[config.mk]
export PLATFORM = sky130hd
export DESIGN_NAME = enemy_ctrl_flat
export DESIGN_NICKNAME = d
export VERILOG_FILES = /design/src/rtl/enemy_ctrl_pkg.sv /design/src/rtl/enemy_ctrl_if.sv /design/src/rtl/enemy_ctrl_edge_det.sv /design/src/rtl/enemy_ctrl.sv /design/src/flat_wrapper.sv
export SDC_FILE = /design/constraint.sdc
export NUM_CORES = 1
export LEC_CHECK = 0
export ABC_AREA = 1
export BUFFER_PORTS_ARGS = -buffer_cell sky130_fd_sc_hd__buf_2
export CORE_MARGIN = 2
export CORE_UTILIZATION = 54
export DETAILED_ROUTE_END_ITERATION = 16
export PLACE_DENSITY = 0.8
export SYNTH_ARGS = -nofsm -noshare
export SYNTH_HDL_FRONTEND = slang
export SYNTH_SLANG_ARGS = --single-unit
[constraint.sdc]
create_clock -name Clk -period 4.25 [get_ports Clk]
set_input_delay 0.2125 -clock Clk [delete_from_list [all_inputs] [get_ports Clk]]
set_output_delay 0.2125 -clock Clk [all_outputs]
set_load 0.02 [all_outputs]
[src/rtl/enemy_ctrl_pkg.sv]
// Shared types for the enemy controller: action codes, FSM states, probe coordinates.
// Latency: n/a (types, constants and pure functions only).
// Backpressure: n/a.
package enemy_ctrl_pkg;

    localparam int SCREEN_W = 640;
    localparam int SCREEN_H = 480;

    typedef enum logic [2:0] {
        ACT_NONE  = 3'd0,
        ACT_LEFT  = 3'd1,
        ACT_RIGHT = 3'd2,
        ACT_DOWN  = 3'd3,
        ACT_UP    = 3'd4
    } action_t;

    typedef enum logic [2:0] {
        ST_IDLE   = 3'd0,
        ST_WAIT   = 3'd1,
        ST_PROBE0 = 3'd2,
        ST_PROBE1 = 3'd3,
        ST_CHECK  = 3'd4,
        ST_DEAD   = 3'd5
    } state_t;

    // One level-ROM probe address.
    typedef struct packed {
        logic [9:0] x;
        logic [9:0] y;
    } coord_t;

    // AI action code to direction; the unused codes 5-7 mean "stand still".
    function automatic action_t decode_action(input logic [2:0] code);
        action_t d;
        case (code)
            3'd1:    d = ACT_LEFT;
            3'd2:    d = ACT_RIGHT;
            3'd3:    d = ACT_DOWN;
            3'd4:    d = ACT_UP;
            default: d = ACT_NONE;
        endcase
        return d;
    endfunction

    // Knockback pushes the enemy opposite to the way it was travelling.
    function automatic action_t reverse_dir(input action_t d);
        action_t r;
        case (d)
            ACT_LEFT:  r = ACT_RIGHT;
            ACT_RIGHT: r = ACT_LEFT;
            ACT_DOWN:  r = ACT_UP;
            ACT_UP:    r = ACT_DOWN;
            default:   r = ACT_NONE;
        endcase
        return r;
    endfunction

endpackage

[src/rtl/enemy_ctrl_if.sv]
// Bundle of control, level-ROM probe and status signals between an enemy and its surroundings.
// Latency: n/a (wires only).
// Backpressure: none; every signal is a level or a 1-Clk pulse.
interface enemy_ctrl_if #(
    parameter int HP_MAX = 3
) ();
    localparam int HPW = $clog2(HP_MAX + 1);

    logic           spawn;
    logic [9:0]     spawn_x;
    logic [9:0]     spawn_y;
    logic [2:0]     room;
    logic [2:0]     action;
    logic           damage;
    logic [9:0]     probe_x;
    logic [9:0]     probe_y;
    logic           probe_wall;
    logic [9:0]     Enemy_X;
    logic [9:0]     Enemy_Y;
    logic           active;
    logic [HPW-1:0] hp;
    logic           hit_ack;

    // Enemy controller side.
    modport slave (
        input  spawn, spawn_x, spawn_y, room, action, damage, probe_wall,
        output probe_x, probe_y, Enemy_X, Enemy_Y, active, hp, hit_ack
    );

    // Game-logic / level-ROM side.
    modport master (
        output spawn, spawn_x, spawn_y, room, action, damage, probe_wall,
        input  probe_x, probe_y, Enemy_X, Enemy_Y, active, hp, hit_ack
    );
endinterface

[src/rtl/enemy_ctrl_edge_det.sv]
// Synchronises an asynchronous level into Clk and flags its rising edge.
// Latency: rise_o is high for the single Clk that starts 2 Clk after sig_i rises.
// Backpressure: none; the pulse is lost if the consumer is busy.
module edge_det (
    input  logic Clk,
    input  logic Reset_n,
    input  logic sig_i,
    output logic rise_o
);
    logic sync0_q;
    logic sync1_q;
    logic prev_q;

    // Two-flop synchroniser followed by a delay flop for edge detection.
    always_ff @(posedge Clk or negedge Reset_n) begin
        if (!Reset_n) begin
            sync0_q <= 1'b0;
            sync1_q <= 1'b0;
            prev_q  <= 1'b0;
        end else begin
            sync0_q <= sig_i;
            sync1_q <= sync0_q;
            prev_q  <= sync1_q;
        end
    end

    assign rise_o = sync1_q & ~prev_q;
endmodule

[src/rtl/enemy_ctrl.sv]
// Per-enemy movement/health controller: wall-checked stepping, hits, knockback, invulnerability.
// Latency: position commits 4 Clk after the synchronised frame-edge pulse rises; hit_ack 1 Clk after damage.
// Backpressure: none; frame edges arriving mid-probe are dropped, never queued.
module enemy_ctrl #(
    parameter int SIZE         = 32,
    parameter int STEP         = 2,
    parameter int KNOCK_STEP   = 4,
    parameter int KNOCK_FRAMES = 8,
    parameter int INVULN_FRM   = 16,
    parameter int HP_MAX       = 3,
    parameter int X_OFF        = 700,
    parameter int Y_OFF        = 600
) (
    input  logic         Clk,
    input  logic         Reset_n,
    input  logic         frame_clk,
    enemy_ctrl_if.slave  bus
);
    import enemy_ctrl_pkg::*;

    localparam int HPW = $clog2(HP_MAX + 1);
    localparam int KW  = $clog2(KNOCK_FRAMES + 1);
    localparam int IW  = $clog2(INVULN_FRM + 1);

    localparam logic signed [10:0] X_MAX    = 11'(SCREEN_W - SIZE);
    localparam logic signed [10:0] Y_MAX    = 11'(SCREEN_H - SIZE);
    localparam logic signed [10:0] STEP_V   = 11'(STEP);
    localparam logic signed [10:0] KSTEP_V  = 11'(KNOCK_STEP);
    localparam logic [9:0]         EDGE_OFF = 10'(SIZE - 1);
    localparam logic [9:0]         PARK_X   = 10'(X_OFF);
    localparam logic [9:0]         PARK_Y   = 10'(Y_OFF);

    // Registered state and outputs
    state_t         state_q;
    logic [9:0]     x_q;
    logic [9:0]     y_q;
    logic           active_q;
    logic [HPW-1:0] hp_q;
    logic           hit_ack_q;
    coord_t         probe_q;
    coord_t         probe1_q;      // second corner, issued the Clk after the first
    logic [KW-1:0]  knock_q;
    logic [IW-1:0]  inv_q;
    action_t        dir_q;         // direction of the last started move
    action_t        knock_dir_q;   // direction knockback pushes in
    logic [9:0]     cand_x_q;
    logic [9:0]     cand_y_q;
    logic           oob_q;
    logic           wall0_q;
    logic [2:0]     room_q;

    // Combinational next-move evaluation
    logic              frame_edge;
    logic              room_chg;
    logic              dmg_ok;
    logic              fatal;
    logic [KW-1:0]     knock_eff;
    logic [KW-1:0]     knock_nx;
    logic [IW-1:0]     inv_eff;
    logic [IW-1:0]     inv_nx;
    action_t           kdir_eff;
    action_t           move_dir;
    logic signed [10:0] step;
    logic signed [10:0] vec_x;
    logic signed [10:0] vec_y;
    logic signed [10:0] cand_x;
    logic signed [10:0] cand_y;
    logic              oob;
    coord_t            c0;
    coord_t            c1;

    edge_det u_frame_edge (
        .Clk     (Clk),
        .Reset_n (Reset_n),
        .sig_i   (frame_clk),
        .rise_o  (frame_edge)
    );

    assign room_chg = (bus.room != room_q);

    // A hit is folded in before the frame edge so a simultaneous edge already sees the new knockback.
    always_comb begin
        dmg_ok    = bus.damage & active_q & (inv_q == '0);
        fatal     = dmg_ok & (hp_q == HPW'(1));
        knock_eff = dmg_ok ? KW'(KNOCK_FRAMES) : knock_q;
        inv_eff   = dmg_ok ? IW'(INVULN_FRM) : inv_q;
        kdir_eff  = dmg_ok ? reverse_dir(dir_q) : knock_dir_q;

        knock_nx = knock_eff;
        if (frame_edge && (knock_eff != '0)) begin
            knock_nx = knock_eff - KW'(1);
        end
        inv_nx = inv_eff;
        if (frame_edge && (inv_eff != '0)) begin
            inv_nx = inv_eff - IW'(1);
        end

        if (knock_eff != '0) begin
            move_dir = kdir_eff;
            step     = KSTEP_V;
        end else begin
            move_dir = decode_action(bus.action);
            step     = STEP_V;
        end

        vec_x = '0;
        vec_y = '0;
        case (move_dir)
            ACT_LEFT:  vec_x = -step;
            ACT_RIGHT: vec_x = step;
            ACT_DOWN:  vec_y = step;
            ACT_UP:    vec_y = -step;
            default:   ;
        endcase

        cand_x = $signed({1'b0, x_q}) + vec_x;
        cand_y = $signed({1'b0, y_q}) + vec_y;
        oob    = cand_x[10] | (cand_x > X_MAX) | cand_y[10] | (cand_y > Y_MAX);

        // Leading corners of the candidate sprite box for the chosen direction.
        c0 = '{x: cand_x[9:0], y: cand_y[9:0]};
        c1 = c0;
        case (move_dir)
            ACT_LEFT: begin
                c1.y = cand_y[9:0] + EDGE_OFF;
            end
            ACT_RIGHT: begin
                c0.x = cand_x[9:0] + EDGE_OFF;
                c1.x = cand_x[9:0] + EDGE_OFF;
                c1.y = cand_y[9:0] + EDGE_OFF;
            end
            ACT_DOWN: begin
                c0.y = cand_y[9:0] + EDGE_OFF;
                c1.x = cand_x[9:0] + EDGE_OFF;
                c1.y = cand_y[9:0] + EDGE_OFF;
            end
            ACT_UP: begin
                c1.x = cand_x[9:0] + EDGE_OFF;
            end
            default: ;
        endcase
    end

    assign bus.probe_x = probe_q.x;
    assign bus.probe_y = probe_q.y;
    assign bus.Enemy_X = x_q;
    assign bus.Enemy_Y = y_q;
    assign bus.active  = active_q;
    assign bus.hp      = hp_q;
    assign bus.hit_ack = hit_ack_q;

    // Main FSM: spawn beats room change, room change beats everything else, death abandons any probe.
    always_ff @(posedge Clk or negedge Reset_n) begin
        if (!Reset_n) begin
            state_q     <= ST_IDLE;
            x_q         <= PARK_X;
            y_q         <= PARK_Y;
            active_q    <= 1'b0;
            hp_q        <= '0;
            hit_ack_q   <= 1'b0;
            probe_q     <= '0;
            probe1_q    <= '0;
            knock_q     <= '0;
            inv_q       <= '0;
            dir_q       <= ACT_NONE;
            knock_dir_q <= ACT_NONE;
            cand_x_q    <= '0;
            cand_y_q    <= '0;
            oob_q       <= 1'b0;
            wall0_q     <= 1'b0;
            room_q      <= '0;
        end else begin
            hit_ack_q <= 1'b0;
            room_q    <= bus.room;

            if (bus.spawn) begin
                state_q     <= ST_WAIT;
                x_q         <= bus.spawn_x;
                y_q         <= bus.spawn_y;
                active_q    <= 1'b1;
                hp_q        <= HPW'(HP_MAX);
                knock_q     <= '0;
                inv_q       <= '0;
                dir_q       <= ACT_NONE;
                knock_dir_q <= ACT_NONE;
            end else if (room_chg) begin
                state_q  <= ST_IDLE;
                x_q      <= PARK_X;
                y_q      <= PARK_Y;
                active_q <= 1'b0;
                hp_q     <= '0;
                knock_q  <= '0;
                inv_q    <= '0;
            end else begin
                case (state_q)
                    ST_IDLE: ;
                    ST_DEAD: begin
                        state_q <= ST_IDLE;
                        x_q     <= PARK_X;
                        y_q     <= PARK_Y;
                    end
                    default: begin
                        if (fatal) begin
                            state_q   <= ST_DEAD;
                            hp_q      <= '0;
                            active_q  <= 1'b0;
                            hit_ack_q <= 1'b1;
                            knock_q   <= '0;
                            inv_q     <= '0;
                        end else begin
                            if (dmg_ok) begin
                                hp_q        <= hp_q - HPW'(1);
                                hit_ack_q   <= 1'b1;
                                knock_dir_q <= kdir_eff;
                            end
                            knock_q <= knock_nx;
                            inv_q   <= inv_nx;

                            case (state_q)
                                ST_WAIT: begin
                                    if (frame_edge && (move_dir != ACT_NONE)) begin
                                        state_q  <= ST_PROBE0;
                                        dir_q    <= move_dir;
                                        cand_x_q <= cand_x[9:0];
                                        cand_y_q <= cand_y[9:0];
                                        oob_q    <= oob;
                                        probe1_q <= c1;
                                        // Off-screen candidates never reach the ROM.
                                        if (!oob) begin
                                            probe_q <= c0;
                                        end
                                    end
                                end
                                ST_PROBE0: begin
                                    state_q <= ST_PROBE1;
                                    if (!oob_q) begin
                                        probe_q <= probe1_q;
                                    end
                                end
                                ST_PROBE1: begin
                                    state_q <= ST_CHECK;
                                    wall0_q <= bus.probe_wall;
                                end
                                ST_CHECK: begin
                                    state_q <= ST_WAIT;
                                    if (!(oob_q | wall0_q | bus.probe_wall)) begin
                                        x_q <= cand_x_q;
                                        y_q <= cand_y_q;
                                    end
                                end
                                default: state_q <= ST_IDLE;
                            endcase
                        end
                    end
                endcase
            end
        end
    end
endmodule

[src/flat_wrapper.sv]
// flat-port wrapper written by rule: the top's interface ports become plain ports
module enemy_ctrl_flat import enemy_ctrl_pkg::*;
#(
    parameter int SIZE         = 32,
    parameter int STEP         = 2,
    parameter int KNOCK_STEP   = 4,
    parameter int KNOCK_FRAMES = 8,
    parameter int INVULN_FRM   = 16,
    parameter int HP_MAX       = 3,
    parameter int X_OFF        = 700,
    parameter int Y_OFF        = 600
)
  (Clk, Reset_n, frame_clk, bus_spawn, bus_spawn_x, bus_spawn_y, bus_room, bus_action, bus_damage, bus_probe_wall, bus_probe_x, bus_probe_y, bus_Enemy_X, bus_Enemy_Y, bus_active, bus_hp, bus_hit_ack);
  enemy_ctrl_if #(.HP_MAX(HP_MAX)) bus_i ();
  input  logic Clk;
  input  logic Reset_n;
  input  logic frame_clk;
  input wire logic [$bits(bus_i.spawn)-1:0] bus_spawn;
  input wire logic [$bits(bus_i.spawn_x)-1:0] bus_spawn_x;
  input wire logic [$bits(bus_i.spawn_y)-1:0] bus_spawn_y;
  input wire logic [$bits(bus_i.room)-1:0] bus_room;
  input wire logic [$bits(bus_i.action)-1:0] bus_action;
  input wire logic [$bits(bus_i.damage)-1:0] bus_damage;
  input wire logic [$bits(bus_i.probe_wall)-1:0] bus_probe_wall;
  output wire logic [$bits(bus_i.probe_x)-1:0] bus_probe_x;
  output wire logic [$bits(bus_i.probe_y)-1:0] bus_probe_y;
  output wire logic [$bits(bus_i.Enemy_X)-1:0] bus_Enemy_X;
  output wire logic [$bits(bus_i.Enemy_Y)-1:0] bus_Enemy_Y;
  output wire logic [$bits(bus_i.active)-1:0] bus_active;
  output wire logic [$bits(bus_i.hp)-1:0] bus_hp;
  output wire logic [$bits(bus_i.hit_ack)-1:0] bus_hit_ack;
  assign bus_i.spawn = bus_spawn;
  assign bus_i.spawn_x = bus_spawn_x;
  assign bus_i.spawn_y = bus_spawn_y;
  assign bus_i.room = bus_room;
  assign bus_i.action = bus_action;
  assign bus_i.damage = bus_damage;
  assign bus_i.probe_wall = bus_probe_wall;
  assign bus_probe_x = bus_i.probe_x;
  assign bus_probe_y = bus_i.probe_y;
  assign bus_Enemy_X = bus_i.Enemy_X;
  assign bus_Enemy_Y = bus_i.Enemy_Y;
  assign bus_active = bus_i.active;
  assign bus_hp = bus_i.hp;
  assign bus_hit_ack = bus_i.hit_ack;
  enemy_ctrl #(.SIZE(SIZE), .STEP(STEP), .KNOCK_STEP(KNOCK_STEP), .KNOCK_FRAMES(KNOCK_FRAMES), .INVULN_FRM(INVULN_FRM), .HP_MAX(HP_MAX), .X_OFF(X_OFF), .Y_OFF(Y_OFF)) u_core (.Clk(Clk), .Reset_n(Reset_n), .frame_clk(frame_clk), .bus(bus_i));
endmodule
==> flow_summary.ini, run 1 <==
[detailed_routing]
viasPerCell = 5.59
wl_per_cell_microns = 15.8
vias = 6948
totalWireLength_microns = 19600
drt_iter0_markers = 585
ant_nets = 0
drc = 0
drtPass1Iterations = 5

[power_and_ir_drop]
power_mw = 3.32
switching_share_pct = 34.4
power_switching_mw = 1.14
pwr-share-clk_pct = 31.7
p_leak_nw = 4.34
combPwrFrac_pct = 31.5
pwr-share-seq_pct = 36.8
ir_worst_vdd_v = 0.000275
powerDensity_nw_per_um2 = 390
p_int_mw = 2.18

[sta]
tns_ns = 0
fmax_mhz = 243
finalSetupViolCount = 0
timing.final.ws_setup_ns = 0.128
relSlewSlack_pct = 39.6
hold_viol = 0
skew_ns = 0.00924
post-route-period-util_pct = 97.0
hold_ws_ns = 0.110
worst_pin_slew_ns = 0.903
timing.final.crit_period_ns = 4.12
slew_violations = 0
rsz0062_at_grt = yes

[die]
design.die.area_sq_um = 14000
rows = 41
start_util_pct = 55.6
die_h_microns = 118
core_area_sq_um = 12700
io_pins = 76
fp.dieW_microns = 118

[setup_path]
cp.required_ns = 4.55
crit_family = simple AND/OR/NAND/NOR gates
crit_type = reg2reg
cpPeakStageDelay_ns = 0.48
critPathBufInv = 3
path_max_fanout = 6
path_common_cell = nor2_4
arrival_ns = 4.43
slowest_stage = fa_2
crit_path_start_kind = flop
crit_path_end_kind = flop

[placement]
gp_congestion = 0.924
placed_area_sq_um = 7580
dp.cells = 1200
dp_hpwl_microns = 13600
io_buffers = 75
post-place-ws_ns = -0.104

[clock_network]
cts_buffers = 9
clk_path_buf_depth = 2
htree_num_levels = 3
tritoncts = yes
clock_latency_ns = 0.36
cts_num_sinks = 110
clk_pin_slew_ns = 0.07
cts_root_buf = clkbuf_16

[synthesis]
ys_seq_area_share_pct = 39.1
synth_seq_cells = 110
ys_types = 42
synthesis.yosys.warnings = 0
netlist_area_sq_um = 7070
synthCells = 969
avgSynthCellArea_sq_um = 7.30
synth_fp_nets = 1028

[global_route]
grt_pass1_wl_microns = 31000
overflow = 0
grt_util_all_layers_pct = 27.4
antenna_found_initial = 0
grt_pass1_vias = 6424
grt_max_degree = 67

[cells_and_area]
area_growth_syn_to_layout_pct = 20.5
design_area_sq_um = 8520
final_util_pct = 67.0
insertedDiodeCount = 0
drive_gt1_share_pct = 22.3
fin_cells = 1244
nets = 1126
fillers = 1082

[min_path]
hp-class = in2reg

[run_status]
status = complete, no violations

[flow_run]
drv_cap = 0
==> synthesized netlist by cell type (all sizes together) <==
master	count	area (sq um)
nor3b	1	7.51
o22ai	4	25.0
a2bb2oi	1	8.76
a31oi	13	81.3
o211ai	8	60.1
o32ai	1	8.76
o21a	1	7.51
xor2	8	70.1
dfrtp	100	2500
nor3	3	15.0
nand4	14	87.6
nand2	311	1240
o21ai	97	485
a22oi	2	15.0
nand3	76	423
a41oi	1	8.76
dfstp	10	263
inv	117	439
o221ai	10	87.6
clkbuf	13	48.8
fa	2	40.0
o21bai	2	15.0
nor4	1	6.26
a21oi	33	176
buf	20	178
xnor2	6	52.6
o31ai	5	37.5
nor2	77	322
nand3b	5	37.5
ha	25	313
clkinv	2	7.51
==> final cells by class <==
class                           count  area [sq um]  area share (%)
Clock inverter                      6           133            1.56
Clock buffer                       10           239            2.80
Inverter                          119           453            5.31
Sequential cell                   110          2770            32.5
Multi-Input combinational cell    708          3950            46.4
Tap cell                          172           215            2.52
Timing Repair Buffer              119           766            8.98
==> tightest hold or removal path, cell delays in order <==
cell and delay, ns:
buf_2 0.09, nand2_1 0.05, a31oi_1 0.08
==> cells in the final DEF, fill, tap and decap left out, types with 3 or more instances in the layout <==
cell	synthesis	final
nand2_1	290	277
inv_1	113	107
dfrtp_1	100	99
buf_2	4	74
o21ai_0	69	64
nand3_1	69	64
nor2_1	70	61
buf_4	6	35
o21ai_1	28	29
a21oi_1	32	28
nand2_2	16	27
nand4_1	14	14
a31oi_1	13	13
ha_1	25	13
nand3_2	6	10
nor2_2	4	10
o221ai_1	10	10
clkbuf_16	0	10
dfstp_2	10	10
inv_2	4	8
o211ai_1	8	8
xor2_1	8	7
ha_4	0	7
nor2_4	3	6
nand2_4	5	5
nand3b_1	5	5
xnor2_1	6	5
o31ai_1	5	5
ha_2	0	5
dlygate4sd3_1	0	5
o21ai_2	0	4
o22ai_1	4	4
bufinv_16	0	4
nor3_1	3	3
a21oi_4	1	3
nand2_8	0	3
==> power by group through the flow <==
stage / sequential [mW] / combinational, mW / clock, mW
4_1_cts: 1.22 / 0.910 / 1.06
6_report: 1.22 / 1.05 / 1.05
2_1_floorplan: 1.26 / 0.604 / 0
3_5_place_dp: 1.24 / 0.901 / 0
3_3_place_gp: 1.23 / 0.885 / 0
5_1_grt: 1.24 / 1.16 / 1.10
==> state kept, by name, indices dropped and copies added (netlist names) <==
register                     flops
u_core.u_frame_edge.sync1_q      1
u_core.u_frame_edge.prev_q       1
u_core.bus.Enemy_Y              10
u_core.knock_dir_q               3
u_core.bus.active                1
u_core.probe1_q                 20
u_core.knock_q                   4
u_core.cand_x_q                 10
u_core.state_q                   3
u_core.bus.hit_ack               1
u_core.wall0_q                   1
u_core.bus.probe_x              10
u_core.bus.Enemy_X              10
u_core.cand_y_q                 10
u_core.bus.probe_y              10
u_core.dir_q                     3
u_core.u_frame_edge.sync0_q      1
u_core.room_q                    3
u_core.bus.hp                    2
u_core.oob_q                     1
u_core.inv_q                     5
==> repair_timing <==
| item | 4_1_cts | 5_1_grt |
|---|---|---|
| hold buffers | 5 | 0 |
| gates resized for setup | 2 | 79 |
| pin swaps | 0 | 30 |
| endpoints found under the hold margin | 35 | 0 |
| setup endpoints to repair | 21 | 29 |
| buffers inserted | 0 | 20 |
| gates cloned | 0 | 3 |
==> cell families (layout without fill, tap and decap cells) <==
family	count (synthesis)	in the layout	share of synthesized area (%)
xor+xnor	14	14	1.73
simple gates	488	489	30.3
buf+inv	152	254	9.52
fa+ha+maj	27	27	4.99
flops	110	110	39.1
compound gates	178	178	14.4
==> routing by layer <==
layer	up-vias	GRT usage (%)	wire [microns]
met5	-	0	0
met3	44	3.19	1260
met1	3260	35.8	8300
li1	3373	-	-
met2	271	46.6	9620
met4	0	10.5	467
==> path summary, 6_finish.rpt <==
check                                       startpoint                           to  slack (ns)  cells after the start
setup / recovery                       u_core.inv_q[2]        u_core.bus.probe_y[9]        0.13                     26
hold / removal                          bus_spawn_x[1]        u_core.bus.Enemy_X[1]        0.11                      3
setup reg to reg                       u_core.inv_q[2]        u_core.bus.probe_y[9]        0.13                     26
hold reg to reg            u_core.u_frame_edge.sync0_q  u_core.u_frame_edge.sync1_q        0.35                      0
max in group asynchronous                      Reset_n              u_core.inv_q[0]        2.68                      3
min in group asynchronous                      Reset_n           u_core.cand_x_q[3]        0.48                      2
(Power assumes the default switching activity.)
==> run 2, diff against run 1 <==
--- a/config.mk
+++ b/config.mk
@@ -8,9 +8,9 @@
 export ABC_AREA = 1
 export BUFFER_PORTS_ARGS = -buffer_cell sky130_fd_sc_hd__buf_2
 export CORE_MARGIN = 2
-export CORE_UTILIZATION = 54
+export CORE_UTILIZATION = 50
 export DETAILED_ROUTE_END_ITERATION = 16
-export PLACE_DENSITY = 0.8
+export PLACE_DENSITY = 0.75
 export SYNTH_ARGS = -nofsm -noshare
 export SYNTH_HDL_FRONTEND = slang
 export SYNTH_SLANG_ARGS = --single-unit
==> run 2 against run 1 <==
Setup slack worse by 0.033 ns; routed wire length down 5.3%; total power down 8.0%; non-clock buffer count up 1; combinational power about the same; utilization down 6.4 points; cell area down 1.6%; worst hold slack worse by 0.011 ns; maximum frequency down 0.78%; critical path depth up 5; largest power group unchanged; highest routed layer unchanged.
==> flow_summary.ini, run 2 (same netlist as run 1, synthesis figures left out) <==
[die]
fp.dieW_microns = 123
io_pins = 76
die_h_microns = 123
start_util_pct = 51.2
core_area_sq_um = 13800
design.die.area_sq_um = 15100
rows = 43

[sta]
hold_viol = 0
timing.final.crit_period_ns = 4.15
rsz0062_at_grt = yes
slew_violations = 0
fmax_mhz = 241
relSlewSlack_pct = 43.3
skew_ns = 0.00929
finalSetupViolCount = 0
worst_pin_slew_ns = 0.848
post-route-period-util_pct = 97.8

[global_route]
grt_pass1_wl_microns = 29200
grt_util_all_layers_pct = 24.7
use_met3_pct = 4.61
antenna_found_initial = 0
met2_usage_pct = 40.9
grt_util_met1_pct = 33.0
overflow = 0
busiest_layer = met2
grt_pass1_vias = 6054
grt_max_degree = 46

[power_and_ir_drop]
ir_worst_vdd_v = 0.000301
p_leak_nw = 4.33
power_mw = 3.06
powerDensity_nw_per_um2 = 365

[clock_network]
cts_buffers = 9
htree_num_levels = 3
cts_num_sinks = 110
clock_latency_ns = 0.37
cts_root_buf = clkbuf_16
tritoncts = yes
clk_pin_slew_ns = 0.08
clk_path_buf_depth = 2

[setup_path]
crit_path_start_kind = flop
cp.required_ns = 4.51
crit_type = reg2reg
slowest_stage = dfrtp_2
critPathBufInv = 5
crit_family = simple AND/OR/NAND/NOR gates
cpPeakStageDelay_ns = 0.42
path_max_fanout = 8
arrival_ns = 4.42
crit_path_end_kind = flop

[flow_run]
drv_cap = 0

[cells_and_area]
nets = 1127
largest_register_ffs = 20
area_growth_syn_to_layout_pct = 18.5
drive_gt1_share_pct = 21.7
final_util_pct = 60.6
regMostFlops = u_core.probe1_q
insertedDiodeCount = 0
final_common_cell = nand2_1
layout_common_cells = nand2_1 (280), inv_1 (104), dfrtp_1 (99)

[detailed_routing]
ant_nets = 0
totalWireLength_microns = 18600
drtPass1Iterations = 6
drc = 0
viasPerCell = 5.36
wl_per_cell_microns = 14.8
drt_iter0_markers = 527
vias = 6713

[placement]
io_buffers = 75
dp_hpwl_microns = 13300
gp_congestion = 0.942

[min_path]
hp-class = in2reg

[run_status]
status = complete, no violations
## run 2: area by class of cell
| class | count | area (sq um) |
|---|---|---|
| Clock buffer | 10 | 239 |
| Clock inverter | 6 | 45.0 |
| Fill cell | 1235 | 5440 |
| Inverter | 119 | 454 |
| Multi-Input combinational cell | 708 | 3910 |
| Sequential cell | 110 | 2770 |
| Tap cell | 180 | 225 |
| Timing Repair Buffer | 120 | 747 |
## run 2: per-layer routing
metal,vias to the layer above,wire length (microns)
li1,3372,-
met1,3119,8510
met2,185,8790
met3,37,908
met4,0,375
met5,-,0
## run 2: report_power, final
part	internal, mW	switching (mW)	total (mW)
Sequential	1.15	0.0694	1.22
Combinational	0.362	0.654	1.02
Clock	0.418	0.406	0.824
Total	1.93	1.13	3.06
## run 2: metrics by stage
stage / hold WS (ns) / setup WS (ns) / area (sq um) / TNS (ns) / instances
final: 0.0991 / 0.0955 / 8380 / 0 / 1253
after detailed placement: 0.166 / -0.0276 / 7610 / -0.0940 / 1211
after CTS: 0.0951 / 0.00269 / 7970 / 0 / 1232
after global placement: 0.160 / 0.114 / 7610 / 0 / 1211
after floorplan: -0.0831 / 0.0413 / 7080 / 0 / 969
after global routing: 0.105 / -0.113 / 8380 / -1.66 / 1253
## run 2: timing repair
item / in CTS / in global routing
cloned: 0 / 3
pin swaps: 0 / 34
gates resized for setup: 4 / 77
setup buffers: 0 / 18
endpoints found under the setup margin: 20 / 29
hold buffers: 5 / 0
endpoints found under the hold margin: 27 / 0
## run 2: final timing paths
kind | from | to | slack, ns | cells after the start
max | u_core.inv_q[0] | u_core.bus.probe_y[9] | 0.1 | 31
min | bus_probe_wall | u_core.wall0_q | 0.1 | 3
max reg2reg | u_core.inv_q[0] | u_core.bus.probe_y[9] | 0.1 | 31
min reg2reg | u_core.u_frame_edge.sync0_q | u_core.u_frame_edge.sync1_q | 0.35 | 0
max in group asynchronous | Reset_n | u_core.probe1_q[4] | 3.01 | 3
min in group asynchronous | Reset_n | u_core.room_q[1] | 0.31 | 2
## run 2: worst min-delay path: cells and delay by family
family        cells  cell delay, ns
buf+inv           1            0.09
simple gates      2            0.13
